## src/rtl/ysyx_2022040010_iter_add.sv

```systemverilog
// Multi-cycle integer adder/subtractor for the EXU.
// Sums CHUNK bits per cycle through a registered carry so the carry chain
// stays short. Supports RV64 word ops (32-bit, sign-extended result),
// subtraction, a carry-out flag and a signed-overflow flag. Both sides use
// valid/ready handshakes. CHUNK must divide XLEN/2 exactly.
module ysyx_2022040010_iter_add #(
    parameter int XLEN  = 64,
    parameter int CHUNK = 16
) (
    input  logic            clk,
    input  logic            rst_n,
    input  logic            flush,
    input  logic            in_valid,
    output logic            in_ready,
    input  logic [XLEN-1:0] in_a,
    input  logic [XLEN-1:0] in_b,
    input  logic            in_sub,
    input  logic            in_word,
    output logic            out_valid,
    input  logic            out_ready,
    output logic [XLEN-1:0] out_s,
    output logic            out_c,
    output logic            out_ov
);

    localparam int NCH = XLEN / CHUNK;   // chunks in a full-width op
    localparam int CW  = $clog2(NCH);    // chunk counter width

    typedef enum logic [1:0] {S_IDLE, S_BUSY, S_DONE} state_t;

    state_t                    r_state;
    logic [NCH-1:0][CHUNK-1:0] r_a;
    logic [NCH-1:0][CHUNK-1:0] r_b;      // already inverted for subtraction
    logic [NCH-1:0][CHUNK-1:0] r_res;    // partial result, then formatted result
    logic                      r_carry;
    logic                      r_word;
    logic [CW-1:0]             r_cnt;
    logic                      r_c;
    logic                      r_ov;

    logic [CHUNK-1:0]          w_a_chk;
    logic [CHUNK-1:0]          w_b_chk;
    logic [CHUNK:0]            w_sum;
    logic [NCH-1:0][CHUNK-1:0] w_res_nxt;
    logic [XLEN-1:0]           w_res_flat;
    logic [XLEN-1:0]           w_fmt;
    logic                      w_ov;
    logic [CW-1:0]             w_last_idx;
    logic                      w_last;
    logic [XLEN-1:0]           w_b_inv;

    // Handshake flags decode straight from the state register, so there is
    // no combinational path from any input to them.
    assign in_ready  = (r_state == S_IDLE);
    assign out_valid = (r_state == S_DONE);
    assign out_s     = r_res;
    assign out_c     = r_c;
    assign out_ov    = r_ov;

    // Word mode stops halfway: the carry out of bit 31 is the final carry.
    assign w_last_idx = r_word ? CW'(NCH / 2 - 1) : CW'(NCH - 1);
    assign w_last     = (r_cnt == w_last_idx);
    assign w_b_inv    = in_sub ? ~in_b : in_b;

    // One chunk of the sum, its merge into the result, and final formatting.
    always_comb begin
        w_a_chk           = r_a[r_cnt];
        w_b_chk           = r_b[r_cnt];
        w_sum             = {1'b0, w_a_chk} + {1'b0, w_b_chk} + {{CHUNK{1'b0}}, r_carry};
        w_res_nxt         = r_res;
        w_res_nxt[r_cnt]  = w_sum[CHUNK-1:0];
        w_res_flat        = w_res_nxt;
        w_fmt             = r_word ? {{(XLEN-32){w_res_flat[31]}}, w_res_flat[31:0]}
                                   : w_res_flat;
        // Overflow: both operand signs equal and the result sign differs.
        w_ov              = (w_a_chk[CHUNK-1] == w_b_chk[CHUNK-1]) &&
                            (w_sum[CHUNK-1]   != w_a_chk[CHUNK-1]);
    end

    // Control FSM with operand latch, per-chunk accumulation and result flags.
    always_ff @(posedge clk or negedge rst_n) begin
        if (!rst_n) begin
            r_state <= S_IDLE;
            r_a     <= '0;
            r_b     <= '0;
            r_res   <= '0;
            r_carry <= 1'b0;
            r_word  <= 1'b0;
            r_cnt   <= '0;
            r_c     <= 1'b0;
            r_ov    <= 1'b0;
        end else if (flush) begin
            // Abort wins over any handshake; data registers may stay stale.
            r_state <= S_IDLE;
        end else begin
            case (r_state)
                S_IDLE: begin
                    if (in_valid) begin
                        // Upper halves are zeroed in word mode so they can
                        // never reach any output.
                        r_a     <= in_word ? {{(XLEN-32){1'b0}}, in_a[31:0]} : in_a;
                        r_b     <= in_word ? {{(XLEN-32){1'b0}}, w_b_inv[31:0]} : w_b_inv;
                        r_carry <= in_sub;
                        r_word  <= in_word;
                        r_cnt   <= '0;
                        r_state <= S_BUSY;
                    end
                end
                S_BUSY: begin
                    r_carry <= w_sum[CHUNK];
                    r_cnt   <= r_cnt + 1'b1;
                    if (w_last) begin
                        r_res   <= w_fmt;
                        r_c     <= w_sum[CHUNK];
                        r_ov    <= w_ov;
                        r_state <= S_DONE;
                    end else begin
                        r_res   <= w_res_nxt;
                    end
                end
                S_DONE: begin
                    if (out_ready) r_state <= S_IDLE;
                end
                default: r_state <= S_IDLE;
            endcase
        end
    end

endmodule

```

## config.mk

```make
export PLATFORM = sky130hd
export DESIGN_NAME = ysyx_2022040010_iter_add
export DESIGN_NICKNAME = d
export VERILOG_FILES = /design/src/rtl/ysyx_2022040010_iter_add.sv
export SDC_FILE = /design/constraint.sdc
export NUM_CORES = 1
export LEC_CHECK = 0
export BUFFER_PORTS_ARGS = -buffer_cell sky130_fd_sc_hd__buf_2
export CAP_MARGIN = 40
export CELL_PAD_IN_SITES_DETAIL_PLACEMENT = 1
export CELL_PAD_IN_SITES_GLOBAL_PLACEMENT = 2
export CORE_MARGIN = 2
export CORE_UTILIZATION = 37
export DETAILED_ROUTE_END_ITERATION = 6
export HOLD_SLACK_MARGIN = 0.15
export PLACE_DENSITY_LB_ADDON = 0.3
export SYNTH_ARGS = -nofsm -noshare
export SYNTH_HDL_FRONTEND = slang
export SYNTH_SLANG_ARGS = --single-unit
```

## constraint.sdc

```tcl
create_clock -name clk -period 7.5 [get_ports clk]
set_input_delay 0.375 -clock clk [delete_from_list [all_inputs] [get_ports clk]]
set_output_delay 0.375 -clock clk [all_outputs]
set_load 0.02 [all_outputs]
```

==> run summary <==
The area taken by flip-flops and latches is between 5000 and 6000 um2. For this run, the number of Yosys warnings is 0. Leaving out fill and tap cells, the most frequent cell in the layout is nand2_1. The power share of the clock group is 0.181. In this run the tightest slew margin relative to its limit is 0.606.

The worst IR drop on VDD is around 0.18 mV. The number of sinks driven by the clock tree came out at 200. The core footprint came out at 26100 um2. For this design the top-level I/O count stands at 203.

The area enclosed by the die boundary is 28000 um2. The number of instances in the synthesized netlist came out at 963. Among all flip-flop cells after synthesis, the most frequent one is dfrtp_1.

The number of storage elements in the synthesis netlist is 200. The die height is 167 um. For this run, the total global-route usage over all layers was measured as 0.209. In this run, CTS created clock tree buffers numbering 17. STA classifies the critical path startpoint as a flop. Setup repair after global routing left no endpoint under its margin.

After detailed routing, the number of remaining DRC violations is 13. The final clock period utilization by the worst path came out at 0.557. After legalization and detailed placement, the total HPWL measured 21100 um. The biggest area contributor in the post-synthesis netlist is dfrtp_1. The via count of the first global-routing pass came out at 8229. The count of final hold-check violations came out at 0.

The layout overhead on the synthesized area came out at 22.1%. For this run, asynchronously set or reset flops after synthesis account for 1.00. For the final routed database, the setup TNS stands at 0 ns. The count of port buffers added during placement is 202.

The combined area of the multi-input logic cells is around 4500 um2. The final reports fail on DRC. The fmax is 239 MHz.

Wires add up to 28600 um. In this run the clock root is driven by a clkbuf_16. The antenna cell count came out at 0. In this run the cell area of the synthesized design comes to 9860 um2. The routed via count came out at 7653. The tool flagged a number of max-cap violations equal to 0. The net switching power came out at around 2.3 mW.

The worst setup path is captured at a flop. The synthesized area per cell is 10.2 um2. The initial core utilization is 0.377. The pin slew with the least headroom to its limit came out at 0.590 ns. The setup-violating endpoint count in the final report is 0. The worst setup slack for register-to-register paths is 3.32 ns. Of the total power, registers draw 0.318. Data on the critical path is required at its endpoint by 7.79 ns. Sorting the synthesized cells by area gives the leading types as dfrtp_1 (51%), nand2_1 (9.3%), mux4_2 (7.3%). The delay of the slowest critical-path stage is 0.71 ns.

The number of distinct library cells after synthesis is 48. Of the cells placed in the final design, the portion with a size suffix greater than 1 is 0.255. The detail route stage leaves a number of antenna-violating nets equal to 0. Of the total power, combinational logic draws 0.501. Counting both buffers and inverters, the worst setup path holds a total of 1. The leakage power figure is 5.57 nW. The filler cell count in the final layout is 3002.

The weighted congestion at the end of routability-driven global placement is 0.837. The number of buffers on the longest clock path is 2. After detailed routing, the number of vias per cell comes to roughly 5.1.

The clock-pin slew on the worst setup and hold paths came out at 0.07 ns. The arrival time at the worst endpoint came out at about 4.5 ns. The sequential fraction of the synthesis area is 0.508. The H-tree depth is 4. The mean routed wirelength per cell came out at around 19 um. The floorplan row count came out at 59. The initial antenna violation count was 0. For the finished layout, the period the worst path requires is about 4.2 ns. The length of the first detailed-routing pass in iterations came out at 7. The ratio of total power to cell area is 433 nW/um2. The library cells used most frequently in the layout, excluding fill and tap cells, are nand2_1 (243), buf_2 (200), dfrtp_1 (198). The largest net degree at the start of global routing came out at 100. Along the worst path, the maximum fanout reaches 21. The cell with the most instances on the worst path is fa_1. Global routing finished with a remaining overflow of 0. The first-pass GRT wire length came out at 45600 um. Traced cell by cell, the critical path runs through buf_4, mux4_2, fa_1, fa_1, a21o_1, nand4_1, nand2_1, and4b_1, nor3_1, o211ai_1. The width of the die came out at ~170 um. The fraction of the core area covered by cells at the end of the flow is 0.461. The post-CTS repair timing setup buffer count came out at 0. The flow ran to the end, but the final reports show violations. Of the total power, the share spent switching nets is 0.440. The internal power contribution is 2.92 mW. The fraction of post-synthesis cell area in the top cell type by area came out at 0.508.

Counting flops with a built-in enable in the synthesized netlist gives 0. The clock tree from TritonCTS is done. The insertion delay of the later-clocked pin in the worst-skew pair came out at about 0.43 ns. The number of max-slew violations in the final report came out at 0.

The kind of critical path is reg -> reg. The maximum clock skew at final layout came out at ~0.01 ns. The number of nets in the synthesized netlist is 1119. For this run, the post-layout net count is around 1300. The top cell family by delay on the critical path is simple AND/OR/NAND/NOR gates. On the critical path, the stage with the largest delay is an instance of dfrtp_2.

After the first detailed-routing iteration, the DRC count stood at 448. The tightest min-delay check is of the in -> reg type.
## through the flow
stage | cells | setup WS (ns) | area [um2] | total power [mW] | hold WS (ns)
floorplan | 963 | 4.39 | 9860 | 3.37 | 0.0794
global placement | 1443 | 3.45 | 11100 | 4.18 | 0.398
detailed placement | 1451 | 3.33 | 11300 | 4.28 | 0.399
CTS | 1498 | 3.28 | 12000 | 5.25 | 0.150
global route | 1498 | 2.97 | 12000 | 5.57 | 0.160
finish | 1498 | 3.32 | 12000 | 5.21 | 0.159
## cell usage after synthesis (all sizes together) (3+ instances only)
cell type / count
nand2b: 34
buf: 22
a21o: 5
nor2: 42
ha: 19
o211ai: 29
inv: 4
dfrtp: 200
xnor2: 76
nand3b: 3
nand2: 243
xor2: 5
mux4: 32
a21oi: 49
nand4: 4
a211oi: 3
nand3: 3
o31ai: 33
clkbuf: 45
a31oi: 3
mux2: 4
o21ai: 74
and2: 4
a22oi: 7
## worst paths after layout
path / startpoint / endpoint / depth (start not counted)
setup / recovery: r_cnt[0]$_DFFE_PN0P_ / out_s[56]$_DFFE_PN0P_ / 10
hold / removal: in_a[28] / r_a[28]$_DFFE_PN0P_ / 3
setup reg to reg: r_cnt[0]$_DFFE_PN0P_ / out_s[56]$_DFFE_PN0P_ / 10
hold reg to reg: r_b[45]$_DFFE_PN0P_ / r_b[45]$_DFFE_PN0P_ / 2
max in group asynchronous: rst_n / r_cnt[0]$_DFFE_PN0P_ / 4
min in group asynchronous: rst_n / out_s[22]$_DFFE_PN0P_ / 2
## per-layer routing
| metal | global-route usage | vias up | wire length (um) |
|---|---|---|---|
| met1 | 0.305 | 3766 | 13900 |
| met5 | 0 | - | 0 |
| li1 | - | 3679 | - |
| met4 | 0.0628 | 0 | 538 |
| met2 | 0.323 | 183 | 12900 |
| met3 | 0.0333 | 25 | 1250 |
## final cells by class
class,instances,share of cell area
multi-input cells,692,0.378
clock buffers,19,0.0368
repair buffers,238,0.121
inverters,4,0.00125
flip-flops and latches,200,0.416
clock inverters,10,0.0122
well taps,335,0.0348
## registers in the layout, summed over array words and instances (netlist names)
register  count
r_a          64
r_word        1
r_cnt         2
r_state       2
r_carry       1
out_s        64
r_b          64
out_ov        1
out_c         1
## worst min-delay path, cell delays in order
cell and delay (ns):
buf_2 0.07, nand2_1 0.05, nand2_1 0.05
## power by group through the flow
stage          Sequential [mW]  Clock (mW)  Combinational [mW]
2_1_floorplan             1.77           0                1.60
3_3_place_gp              1.69           0                2.49
3_5_place_dp              1.67           0                2.61
4_1_cts                   1.66       0.963                2.63
5_1_grt                   1.70        1.01                2.87
6_report                  1.66       0.942                2.61
## repair_timing
item / 4_1_cts / 5_1_grt
endpoints found under the hold margin: 78 / 0
resized for setup: 0 / 0
hold buffers: 18 / 0
## cell families after synthesis
group	Yosys count	synth area share
compound gates	212	0.138
xor+xnor	81	0.0720
fa+ha+maj	21	0.0282
buf+inv	71	0.0316
flops	200	0.508
mux	36	0.0777
simple gates	342	0.145
No activity file was read; power rests on OpenSTA's default activity.
